File: config.mk
export PLATFORM = sky130hd
export DESIGN_NAME = pwm_fade_ctrl
export DESIGN_NICKNAME = d
export VERILOG_FILES = /design/src/rtl/pwm_fade_pkg.sv /design/src/rtl/fade_tick_gen.sv /design/src/rtl/pwm_fade_ctrl.sv
export SDC_FILE = /design/constraint.sdc
export NUM_CORES = 1
export LEC_CHECK = 0
export BUFFER_PORTS_ARGS = -buffer_cell sky130_fd_sc_hd__buf_2
export CAP_MARGIN = 5
export CORE_ASPECT_RATIO = 1.75
export CORE_MARGIN = 2
export CORE_UTILIZATION = 59
export CTS_CLUSTER_SIZE = 8
export DETAILED_ROUTE_END_ITERATION = 16
export GPL_ROUTABILITY_DRIVEN = 0
export HOLD_SLACK_MARGIN = 0.05
export PLACE_DENSITY = 0.92
export SYNTH_ARGS = -nofsm -noshare
export SYNTH_HDL_FRONTEND = slang
export SYNTH_SLANG_ARGS = --single-unit
File: constraint.sdc
create_clock -name clk -period 4.1 [get_ports clk]
set_input_delay 0.615 -clock clk [delete_from_list [all_inputs] [get_ports clk]]
set_output_delay 0.615 -clock clk [all_outputs]
set_load 0.03 [all_outputs]
File: src/rtl/pwm_fade_pkg.sv
// ---------------------------------------------------------------------------
// pwm_fade_pkg
// Shared constants for the PWM fade controller: FSM state encodings and the
// ramp step size applied on every step event.
// Optional feature macro used by the controller: PWM_FADE_BREATHE_EN.
// ---------------------------------------------------------------------------
package pwm_fade_pkg;

    // FSM state encodings
    localparam logic [1:0] ST_IDLE      = 2'd0;
    localparam logic [1:0] ST_RAMP_UP   = 2'd1;
    localparam logic [1:0] ST_RAMP_DOWN = 2'd2;
    localparam logic [1:0] ST_HOLD      = 2'd3;

    // Duty change applied per step event
    localparam int unsigned FADE_STEP = 1;

endpackage

File: src/rtl/fade_tick_gen.sv
// ---------------------------------------------------------------------------
// fade_tick_gen
// Step prescaler for the fade ramp. Counts 0..div and raises tick while the
// count equals div, so div = 0 yields a tick every cycle.
// Ports:
//   clk   : clock, rising edge
//   rst_n : synchronous active-low reset
//   clear : restart the count at 0 on the next cycle
//   div   : cycles per tick minus one
//   tick  : step event (combinational from the registered count)
// ---------------------------------------------------------------------------
module fade_tick_gen #(
    parameter int DIV_WIDTH = 16
) (
    input  logic                 clk,
    input  logic                 rst_n,
    input  logic                 clear,
    input  logic [DIV_WIDTH-1:0] div,
    output logic                 tick
);

    logic [DIV_WIDTH-1:0] cnt_q;
    logic [DIV_WIDTH-1:0] cnt_d;

    assign tick = (cnt_q == div);

    always_comb begin
        cnt_d = cnt_q + {{(DIV_WIDTH-1){1'b0}}, 1'b1};
        // Wrap on >= so a div lowered below the current count recovers
        // immediately instead of running the counter all the way round.
        if (clear || (cnt_q >= div)) begin
            cnt_d = '0;
        end
    end

    always_ff @(posedge clk) begin
        if (!rst_n) begin
            cnt_q <= '0;
        end else begin
            cnt_q <= cnt_d;
        end
    end

endmodule

File: src/rtl/pwm_fade_ctrl.sv
// ---------------------------------------------------------------------------
// pwm_fade_ctrl
// Ramps the duty value fed to a downstream PWM stage toward a requested
// target, one unit per step event, then holds it.
// Optional feature: define PWM_FADE_BREATHE_EN to enable auto-breathing
// (ramp back and forth between 0 and max_value while breathe_en is high).
// Ports:
//   clk, rst_n          : clock and synchronous active-low reset
//   tgt_duty, tgt_max   : requested final duty and PWM period maximum
//   tgt_valid/tgt_ready : target handshake (ready only in IDLE/HOLD)
//   step_div            : cycles per ramp step minus one
//   breathe_en          : auto-breathing request (optional feature only)
//   duty, max_value     : registered values to the PWM stage
//   busy                : high while ramping
//   done_pulse          : one-cycle pulse when duty reaches the target
// ---------------------------------------------------------------------------
module pwm_fade_ctrl
    import pwm_fade_pkg::*;
#(
    parameter int BIT_WIDTH = 8,
    parameter int DIV_WIDTH = 16
) (
    input  logic                 clk,
    input  logic                 rst_n,
    input  logic [BIT_WIDTH-1:0] tgt_duty,
    input  logic [BIT_WIDTH-1:0] tgt_max,
    input  logic                 tgt_valid,
    output logic                 tgt_ready,
    input  logic [DIV_WIDTH-1:0] step_div,
    input  logic                 breathe_en,
    output logic [BIT_WIDTH-1:0] duty,
    output logic [BIT_WIDTH-1:0] max_value,
    output logic                 busy,
    output logic                 done_pulse
);

    localparam logic [BIT_WIDTH-1:0] STEP = BIT_WIDTH'(FADE_STEP);

    logic [1:0]           state_q,  state_d;
    logic [BIT_WIDTH-1:0] duty_q,   duty_d;
    logic [BIT_WIDTH-1:0] max_q,    max_d;
    logic [BIT_WIDTH-1:0] target_q, target_d;
    logic                 busy_q,   busy_d;
    logic                 done_q,   done_d;

    logic                 accept;
    logic                 tick;
    logic                 tick_clear;
    logic [BIT_WIDTH-1:0] tgt_clamped;
    logic [BIT_WIDTH-1:0] duty_clamped;
    logic [BIT_WIDTH-1:0] duty_inc;
    logic [BIT_WIDTH-1:0] duty_dec;

`ifdef PWM_FADE_BREATHE_EN
    logic [BIT_WIDTH-1:0] breathe_tgt;
    assign breathe_tgt = (duty_q == max_q) ? '0 : max_q;
`else
    logic unused_breathe;
    assign unused_breathe = breathe_en;
`endif

    assign tgt_ready    = (state_q == ST_IDLE) || (state_q == ST_HOLD);
    assign accept       = tgt_valid && tgt_ready;
    assign tgt_clamped  = (tgt_duty > tgt_max) ? tgt_max : tgt_duty;
    // Duty is pulled down to the new maximum in the acceptance cycle, so the
    // ramp direction is decided against the clamped value.
    assign duty_clamped = (duty_q > tgt_max) ? tgt_max : duty_q;
    assign duty_inc     = duty_q + STEP;
    assign duty_dec     = duty_q - STEP;

    fade_tick_gen #(
        .DIV_WIDTH (DIV_WIDTH)
    ) u_tick (
        .clk   (clk),
        .rst_n (rst_n),
        .clear (tick_clear),
        .div   (step_div),
        .tick  (tick)
    );

    always_comb begin
        state_d    = state_q;
        duty_d     = duty_q;
        max_d      = max_q;
        target_d   = target_q;
        done_d     = 1'b0;
        tick_clear = 1'b0;

        if (accept) begin
            max_d      = tgt_max;
            duty_d     = duty_clamped;
            target_d   = tgt_clamped;
            tick_clear = 1'b1;
            if (tgt_clamped > duty_clamped) begin
                state_d = ST_RAMP_UP;
            end else if (tgt_clamped < duty_clamped) begin
                state_d = ST_RAMP_DOWN;
            end else begin
                state_d = ST_HOLD;
                done_d  = 1'b1;
            end
        end else begin
            case (state_q)
                ST_RAMP_UP: begin
                    // The >= guard keeps the ramp from ever stepping past its
                    // target, which is itself never above max_value.
                    if (duty_q >= target_q) begin
                        state_d = ST_HOLD;
                        done_d  = 1'b1;
                    end else if (tick) begin
                        duty_d = duty_inc;
                        if (duty_inc == target_q) begin
                            state_d = ST_HOLD;
                            done_d  = 1'b1;
                        end
                    end
                end
                ST_RAMP_DOWN: begin
                    if (duty_q <= target_q) begin
                        state_d = ST_HOLD;
                        done_d  = 1'b1;
                    end else if (tick) begin
                        duty_d = duty_dec;
                        if (duty_dec == target_q) begin
                            state_d = ST_HOLD;
                            done_d  = 1'b1;
                        end
                    end
                end
`ifdef PWM_FADE_BREATHE_EN
                ST_HOLD: begin
                    // Bounce between the endpoints; a degenerate max of 0
                    // with duty 0 simply stays put.
                    if (breathe_en && (breathe_tgt != duty_q)) begin
                        target_d   = breathe_tgt;
                        tick_clear = 1'b1;
                        state_d    = (breathe_tgt > duty_q) ? ST_RAMP_UP : ST_RAMP_DOWN;
                    end
                end
`endif
                default: ;
            endcase
        end

        busy_d = (state_d == ST_RAMP_UP) || (state_d == ST_RAMP_DOWN);
    end

    always_ff @(posedge clk) begin
        if (!rst_n) begin
            state_q  <= ST_IDLE;
            duty_q   <= '0;
            max_q    <= '0;
            target_q <= '0;
            busy_q   <= 1'b0;
            done_q   <= 1'b0;
        end else begin
            state_q  <= state_d;
            duty_q   <= duty_d;
            max_q    <= max_d;
            target_q <= target_d;
            busy_q   <= busy_d;
            done_q   <= done_d;
        end
    end

    assign duty       = duty_q;
    assign max_value  = max_q;
    assign busy       = busy_q;
    assign done_pulse = done_q;

endmodule

=== After elaboration in Yosys (flattened, before gate mapping) ===
Cells that the tools add are included.

* Word-level logic and storage cells: 67
* Input bits: 36
* Output and inout port bits: 19
* Register bits: 44

* $lt $le $gt $ge: 7
* Reductions and logical operators: 8
* Muxes and demuxes: 29
* Add/sub/neg operators: 3
* Bitwise logic cells: 1
* Equality and inequality tests: 12

{| class="wikitable"
|+ Operator list
! kind !! count
|-
| 8-bit two-way mux || 7
|-
| 8-bit > comparator || 3
|-
| 16-bit by 1-bit adder with 16-bit output, second input constant || 1
|-
| 16-bit == test || 1
|-
| 8-bit == test || 2
|-
| 16-bit >= comparator || 1
|-
| 2-bit two-way mux || 8
|-
| 8-bit case mux with 2 select lines || 1
|-
| 3-bit != test, second input constant || 4
|-
| 1-bit two-way mux || 11
|-
| 8-bit by 1-bit adder with 8-bit output, second input constant || 1
|-
| 8-bit >= comparator || 1
|-
| 8-bit <= comparator || 1
|-
| 8-bit < comparator || 1
|-
| 8-bit by 1-bit subtractor with 8-bit output, second input constant || 1
|-
| 2-bit == test, second input constant || 3
|-
| 5-bit AND reduction || 1
|-
| 2-bit by 1-bit == test with 1-bit output, second input constant || 2
|-
| 2-bit case mux with 2 select lines || 1
|-
| 1-bit logical OR || 3
|-
| 3-bit nonzero test || 1
|-
| 2-bit logical NOT || 1
|-
| 1-bit case mux with 2 select lines || 1
|-
| 2-bit OR reduction || 1
|-
| 2 further kinds || 2
|}

=== Longest topological paths before layout ===
Gate-level depths: netlist of the first run.

* Word-level depth: 9
* Depth in mapped cells: 16
* Mapped depth without buffers: 16

=== Modules after synthesis ===
A second synthesis of the first run with hierarchy kept.

* Cells, all modules: 469
* Area, all modules: 3,811.2 um^2

{| class="wikitable"
|+ By module, submodules not included
! module !! area each (um^2) !! seq. area each (um^2) !! times used !! cells an instance
|-
| pwm_fade_ctrl || 2,721.4 || 560.5 || 1 || 341
|-
| fade_tick_gen || 1,089.8 || 320.3 || 1 || 128
|}

=== Worst setup path before layout of the first run ===
OpenSTA, ideal clock, no wires.

* Kind: in2reg
* From: input tgt_max[1]
* To: register busy_q, in the netlist busy
* Stages: 16
* Slack: 0.644 ns
* Library setup time: 0.130 ns
* Arrival: 3.326 ns
* Data required time: 3.970 ns
* Path buffers: 0
* Path through: inv_1 ha_1 nor2b_1 o21a_1 o21a_1 o21ai_1 a31oi_2 mux2_2 ha_1 nand4_1 o21bai_1 a31oi_1 nor2_1 a31oi_1 and3_1 nor3_2

* Longest elaborated chain between the ends: 8
* Elaborated cells on any way between the ends: 12
* Classes of those cells: order compare (4); eq/ne (2); mux (5); reduce/logical (1)

{| class="wikitable"
|+ RTL lines
! element !! line !! source
|-
| start: declaration || pwm_fade_ctrl.sv:26 || <nowiki>input logic [BIT_WIDTH-1:0] tgt_max,</nowiki>
|-
| 8-bit > comparator (*) || pwm_fade_ctrl.sv:64 || <nowiki>assign tgt_clamped = (tgt_duty > tgt_max) ? tgt_max : tgt_duty;</nowiki>
|-
| 8-bit two-way mux (*) || pwm_fade_ctrl.sv:64 ||
|-
| named net tgt_clamped[5] || pwm_fade_ctrl.sv:49 || <nowiki>logic [BIT_WIDTH-1:0] tgt_clamped;</nowiki>
|-
| 8-bit < comparator || pwm_fade_ctrl.sv:96 || <nowiki>end else if (tgt_clamped < duty_clamped) begin</nowiki>
|-
| 1-bit two-way mux || pwm_fade_ctrl.sv:96 ||
|-
| 2-bit two-way mux (*) || pwm_fade_ctrl.sv:94 || <nowiki>if (tgt_clamped > duty_clamped) begin</nowiki>
|-
| 2-bit two-way mux (*) || pwm_fade_ctrl.sv:89 || <nowiki>if (accept) begin</nowiki>
|-
| 2-bit by 1-bit == test with 1-bit output or 2-bit == test (tied branches) || pwm_fade_ctrl.sv:145 || <nowiki>busy_d = (state_d == ST_RAMP_UP) || (state_d == ST_RAMP_DOWN);</nowiki>
|-
| 1-bit logical OR (*) || pwm_fade_ctrl.sv:145 ||
|-
| end signal: assignment || pwm_fade_ctrl.sv:161 || <nowiki>busy_q <= busy_d;</nowiki>
|-
| end: declaration || pwm_fade_ctrl.sv:43 || <nowiki>logic busy_q, busy_d;</nowiki>
|}

The timed path passes the listed nets; every way through them passes the cells marked *.
A chain may end at the register's enable or synchronous reset.

=== Final worst setup path of the first run ===
Same ends and word-level chain as after synthesis.

==> results.ini, run 1 <==
[cts]
cts_buffers = 5
cts_repair_resize_count = 0
clock_tree.root_cell = clkbuf_16
cts_tree = built
post_cts_buffers = 0
ctsLongestPathBuffers = 2
clk_pin_slew_worst_paths_ns = 0.07
worstSkewPairLatency_ns = 0.29
clkSinkCount = 44
cts_max_level = 2
holdBufCountCts = 0

[die]
num_io_pins = 55
core-area_um2 = 6490
fp.dieH_um = 112
design.die.area_um2 = 7350
start_util_pct = 60.5
floorplan.rows = 39
chip_width_um = 65.7

[logic_synthesis]
syn-cell-area_um2 = 3930
synth.yosys.seq_area_share_pct = 22.4
synth.area.mux_share_pct = 4.65
synth-async-reset-ratio_pct = 0
postSynthRegisterBits = 44
synth_nets = 557
yosysUniqueCellTypes = 66
synthesis.instances = 468
synth_simple_gate_area_share_pct = 20.4
avgSynthCellArea_um2 = 8.39
synth-main-ff-cell = dfxtp_1
xor_xnor_cell_area_share_of_the_yosys_netlist_pct = 6.69
synth_edf_count = 0
synth_top_family_by_area = compound AO/OA/AOI/OAI gates
synth_fa_ha_area_share_pct = 16.9
yosysWarnings = 0
synth_compound_gate_area_share_pct = 22.4

[sta]
rsz_0062_raised_after_global_routing = no
report.final.setup_viol = 0
hold_violations = 0
worst-slew-pin-transition_ns = 0.800
totalNegativeSetupSlack_ns = 0
max_freq_mhz = 265
relSlewSlack_pct = 46.5
layout_worst_path_cycle_share_pct = 91.9
timing.clock.skew_ns = 0.00658
layout_setup_ws_ns = 0.333
period_minus_slack_ns = 3.77
final_max_slew_viol_count = 0

[worst_setup_path]
crit_path_end = busy
crit_type = input pin to flop
crit-reg2reg-capture = busy
critical_path_peak_fanout = 5
rr_worst_depth = 11
worst_setup_path_startpoint = tgt_max[1]
reg2reg_from = duty[6]
cp_data_arrival_time_ns = 3.93
worst-r2r-setup-slack_ns = 0.52
launching_element_type_of_the_critical_path = input pin
crit_required_ns = 4.27
setup.worst_path.end_class = flop

[layout]
layout.nets = 602
final_cells = 596
num_antenna_cells = 0
areaGrowthSynthToFinish_pct = 12.3
final_cell_mix = ha_1, buf_2, dfxtp_1
final_layout_size_suffix_gt1_share_pct = 19.6

[place]
port-buffer-count = 53
dp.cells = 588
post-place-ws_ns = 0.116
detailed_place_hpwl_um = 8150

[power]
max-vdd-ir-drop_mv = 0.332
p_leak_nw = 1.95
overall_power_after_layout_mw = 2.54
power-per-cell-area_nw_per_um2 = 575

[route]
routedWlPerCell_um = 17.6
drt_first_iter_violations = 234
detail_route.wirelength_um = 10500
antenna_left = 0
detailroute.via_count = 3772
drcViolationCount = 0
drt_first_pass_iters = 5
route.detailed.vias_per_inst = 6.33

[grt]
track_usage_pct = 30.6
grt_pass1_wl_um = 17700
number_of_global_route_vias_before_repair = 3970
grt_overflow = 0
maximum_number_of_pins_on_one_net_before_global_route_repair = 28
antenna_found_initial = 0

[job]
maxcap_viol_count = 0

[status]
outcome = finished clean

[worst_hold_path]
worstHoldPathType = flop to flop

power by group:
group	switching, mW	internal [mW]	total (mW)
Combinational	0.904	0.567	1.47
Sequential	0.0906	0.509	0.599
Clock	0.179	0.290	0.468
Total	1.17	1.37	2.54
cells by family after synthesis:
| kind of cell | after synthesis |
|---|---|
| compound gates | 122 |
| fa+ha+maj | 53 |
| flops | 44 |
| mux | 17 |
| simple gates | 139 |
| xor+xnor | 30 |
| buf+inv | 63 |
sequential cells by signal, indices dropped and copies added (netlist names):
register and count:
u_tick.cnt_q 16, busy 1, done_pulse 1, duty 8, max_value 8, target_q 8
state_q 2
critical path, cell delays in order:
cell      delay (ns)
buf_2           0.12
inv_1           0.06
ha_1            0.29
nor2b_1         0.15
o21a_1          0.13
o21a_1          0.12
o21ai_1         0.07
a31oi_2         0.29
buf_4           0.21
mux2_2          0.38
ha_1            0.31
nand4_1         0.11
o21bai_1        0.19
a31oi_1         0.31
nor2_1          0.10
a31oi_1         0.23
and3_1          0.20
nor3_2          0.04
cell usage after synthesis (7+ instances only):
| library cell | n | area (um^2) |
|---|---|---|
| a21o_1 | 11 | 82.6 |
| a21oi_1 | 31 | 155 |
| and4_1 | 9 | 78.8 |
| clkbuf_1 | 11 | 41.3 |
| dfxtp_1 | 44 | 881 |
| ha_1 | 53 | 663 |
| inv_1 | 42 | 158 |
| mux2_2 | 9 | 101 |
| mux2i_1 | 7 | 70.1 |
| nand2_1 | 33 | 124 |
| nand3_1 | 15 | 75.1 |
| nand4_1 | 13 | 81.3 |
| nor2_1 | 14 | 52.6 |
| nor2b_1 | 7 | 43.8 |
| nor3_1 | 13 | 65.1 |
| nor3_2 | 10 | 100 |
| o21a_1 | 11 | 82.6 |
| o21ai_0 | 15 | 75.1 |
| o21ai_1 | 7 | 35.0 |
| o21ba_2 | 7 | 70.1 |
| xnor2_1 | 16 | 140 |
| xor2_1 | 14 | 123 |
worst min path at each step:
stage | startpoint | endpoint | slack (ns) | cells after the start
3_5_place_dp | max_value[1] | max_value[1] | 0.45 | 2
6_report | max_value[3] | max_value[3] | 0.45 | 2
2_1_floorplan | u_tick.cnt_q[0] | u_tick.cnt_q[0] | 0.46 | 1
3_3_place_gp | max_value[5] | max_value[5] | 0.44 | 2
4_1_cts | max_value[1] | max_value[1] | 0.46 | 2
5_1_grt | max_value[1] | max_value[1] | 0.49 | 2
layer usage:
metal	track usage (%)	vias to the layer above	wire (um)	part of all wire, %
met2	55.3	186	5620	53
met3	6.26	55	566	5.4
li1	-	1791	-	-
met5	0	-	0	0
met4	23.1	0	774	7.4
met1	28.7	1740	3560	34
area by class of cell:
type,instances,area (um^2)
timing repair buffer,59,310
inverter,42,158
clock buffer,5,125
clock inverter,3,47.5
multi-input combinational,361,2790
fill,490,2080
sequential,44,881
tap,82,103
per-stage QoR:
stage | instance area, um^2 | utilization, % | hold slack [ns]
after CTS | 4410 | 68.0 | 0.456
after floorplan | 3930 | - | 0.455
after detailed placement | 4240 | 65.3 | 0.446
after global routing | 4410 | 68.0 | 0.487
final | 4410 | 68.0 | 0.453
after global placement | 4240 | 65.3 | 0.441
(Power assumes the default switching activity.)
==> run 2, diff against run 1 <==
--- a/config.mk
+++ b/config.mk
@@ -5,7 +5,7 @@
 export SDC_FILE = /design/constraint.sdc
 export NUM_CORES = 1
 export LEC_CHECK = 0
-export BUFFER_PORTS_ARGS = -buffer_cell sky130_fd_sc_hd__buf_2
+export BUFFER_PORTS_ARGS = -buffer_cell sky130_fd_sc_hd__buf_4
 export CAP_MARGIN = 5
 export CORE_ASPECT_RATIO = 1.75
 export CORE_MARGIN = 2
==> constraint.sdc (replaced) <==
create_clock -name clk -period 4.1 [get_ports clk]
set_input_delay 0.41 -clock clk [delete_from_list [all_inputs] [get_ports clk]]
set_output_delay 0.41 -clock clk [all_outputs]
set_load 0.03 [all_outputs]
==> run 2 against run 1 <==
Effect of this change:
- global-route usage decreased by 0.92 points
- maximum frequency increased by 4.0%
- via count increased by 1.6%
- first-iteration DRC count increased by 6.4%
- sequential share of layout area decreased by 0.58 points
- routed wire length increased by 1.6%
- setup slack improved by 0.14 ns
- worst hold slack got worse by 0.056 ns
- total power increased by 1.5%
- final cell count unchanged
==> results.ini, run 2 (synthesis results as in run 1) <==
[status]
outcome = finished clean

[cts]
worstSkewPairLatency_ns = 0.29  ; about the same
cts_max_level = 2  ; unchanged
clock_tree.root_cell = clkbuf_16
ctsLongestPathBuffers = 2  ; unchanged
clkSinkCount = 44  ; unchanged
post_cts_buffers = 0  ; unchanged
clk_pin_slew_worst_paths_ns = 0.06  ; about the same
cts_repair_resize_count = 0  ; unchanged
cts_buffers = 5  ; unchanged
holdBufCountCts = 0  ; unchanged
cts_tree = built

[sta]
hold_violations = 0  ; unchanged
relSlewSlack_pct = 45.6  ; -0.97 points
worst-slew-pin-transition_ns = 0.814  ; +0.0145 ns
report.final.setup_viol = 0  ; unchanged
final_max_slew_viol_count = 0  ; unchanged
rsz_0062_raised_after_global_routing = no
period_minus_slack_ns = 3.62  ; -0.144 ns
layout_setup_ws_ns = 0.477  ; +0.144 ns
layout_worst_path_cycle_share_pct = 88.4  ; -3.5 points
totalNegativeSetupSlack_ns = 0  ; unchanged
timing.clock.skew_ns = 0.00220  ; -0.00437 ns
max_freq_mhz = 276  ; +4.0%

[grt]
grt_overflow = 0  ; unchanged
number_of_global_route_vias_before_repair = 3872  ; -2.5%
grt_pass1_wl_um = 17200  ; -3.1%
antenna_found_initial = 0  ; unchanged
maximum_number_of_pins_on_one_net_before_global_route_repair = 28  ; unchanged
track_usage_pct = 29.7  ; -0.92 points

[die]
design.die.area_um2 = 7350  ; unchanged
core-area_um2 = 6490  ; unchanged
num_io_pins = 55  ; unchanged
start_util_pct = 60.5  ; unchanged
floorplan.rows = 39  ; unchanged
fp.dieH_um = 112  ; unchanged
chip_width_um = 65.7  ; unchanged

[worst_setup_path]
cpPeakStageDelay_ns = 0.50  ; +0.12 ns
cell_by_cell_trace_of_the_critical_path = buf_4 -> inv_1 -> ha_1 -> nor2b_1 -> o21a_1 -> o21a_1 -> o21ai_1 -> a31oi_2 -> mux2_2 -> ha_1 -> nand4_1 -> o21bai_1 -> a31oi_1 -> nor2_1 -> a31oi_1 -> and3_1 -> nor3_2
critical_path_peak_fanout = 8  ; +3
crit_required_ns = 4.26  ; about the same
crit_path_top_delay_cell = a31oi_2
setup.worst_path.end_class = flop
launching_element_type_of_the_critical_path = input pin
cp_data_arrival_time_ns = 3.78  ; -0.15 ns
worst-r2r-setup-slack_ns = 0.61  ; +0.09 ns
crit_type = input pin to flop

[layout]
layout.nets = 602  ; unchanged
final_cells = 596  ; unchanged
fillCellCount = 491  ; +0.20%
final_layout_size_suffix_gt1_share_pct = 19.6  ; unchanged
num_antenna_cells = 0  ; unchanged
final_cell_mix = buf_4, ha_1, dfxtp_1
final_common_cell = buf_4
largest_register_ff_count = 16  ; unchanged
largest-register = u_tick.cnt_q
areaGrowthSynthToFinish_pct = 15.7

[route]
detailroute.via_count = 3831  ; +1.6%
antenna_left = 0  ; unchanged
routedWlPerCell_um = 17.9  ; +1.6%
drt_first_iter_violations = 249  ; +6.4%
detail_route.wirelength_um = 10700  ; +1.6%
drt_first_pass_iters = 5  ; unchanged
route.detailed.vias_per_inst = 6.43  ; +1.6%
drcViolationCount = 0  ; unchanged

[job]
maxcap_viol_count = 0  ; unchanged

[place]
post-place-ws_ns = 0.247  ; +0.131 ns
dp.cells = 588  ; unchanged
detailed_place_hpwl_um = 8130  ; -0.27%
port-buffer-count = 53  ; unchanged

[power]
power-per-cell-area_nw_per_um2 = 567  ; -1.4%
p_leak_nw = 1.98  ; +1.5%
max-vdd-ir-drop_mv = 0.289  ; -13%

[worst_hold_path]
worstHoldPathType = input pin to flop

run 2: cell count changes in the layout (fill, tap and decap cells not counted), sizes merged:
cell / previous run / this run
clkinv: 2 / 0
clkinvlp: 0 / 1
inv: 42 / 43
run 2: layout make-up:
| type | count | area (um^2) | share of cell area, % |
|---|---|---|---|
| Clock inverter | 3 | 46.3 | 1.02 |
| Sequential cell | 44 | 881 | 19.4 |
| Tap cell | 82 | 103 | 2.26 |
| Inverter | 42 | 158 | 3.47 |
| Multi-Input combinational cell | 361 | 2790 | 61.4 |
| Clock buffer | 5 | 125 | 2.75 |
| Timing Repair Buffer | 59 | 443 | 9.75 |
run 2: final timing paths:
path | startpoint | endpoint | cells after the start
max reg2reg | duty[0] | busy | 14
min | tgt_max[3] | max_value[3] | 3
min reg2reg | max_value[5] | max_value[5] | 2
max | tgt_max[1] | busy | 17
run 2: metal layers:
layer / GRT usage [%] / wire, um / vias to the layer above
li1: - / - / 1797
met3: 4.65 / 599 / 59
met4: 22.8 / 846 / 0
met5: 0 / 0 / -
met2: 54.5 / 5640 / 181
met1: 27.7 / 3610 / 1794
run 2: power breakdown:
part	switching (mW)	leakage [nW]	internal [mW]
combinational	0.912	1.54	0.603
sequential	0.0858	0.360	0.509
clock	0.178	0.0804	0.290
run 2: per-stage QoR:
stage	cell area (um^2)	hold slack, ns	power [mW]	util, %
after floorplan	3930	0.455	1.67	-
after global placement	4370	0.445	2.00	67.4
after detailed placement	4370	0.454	2.06	67.4
after CTS	4540	0.396	2.55	70.0
after global routing	4540	0.401	2.73	70.0
final	4540	0.397	2.58	70.0
run 2: critical path, delay by kind of cell:
family,cells,cell delay (ns)
compound gates,7,1.56
fa+ha+maj,2,0.63
simple gates,5,0.61
mux,1,0.43
buf+inv,2,0.15
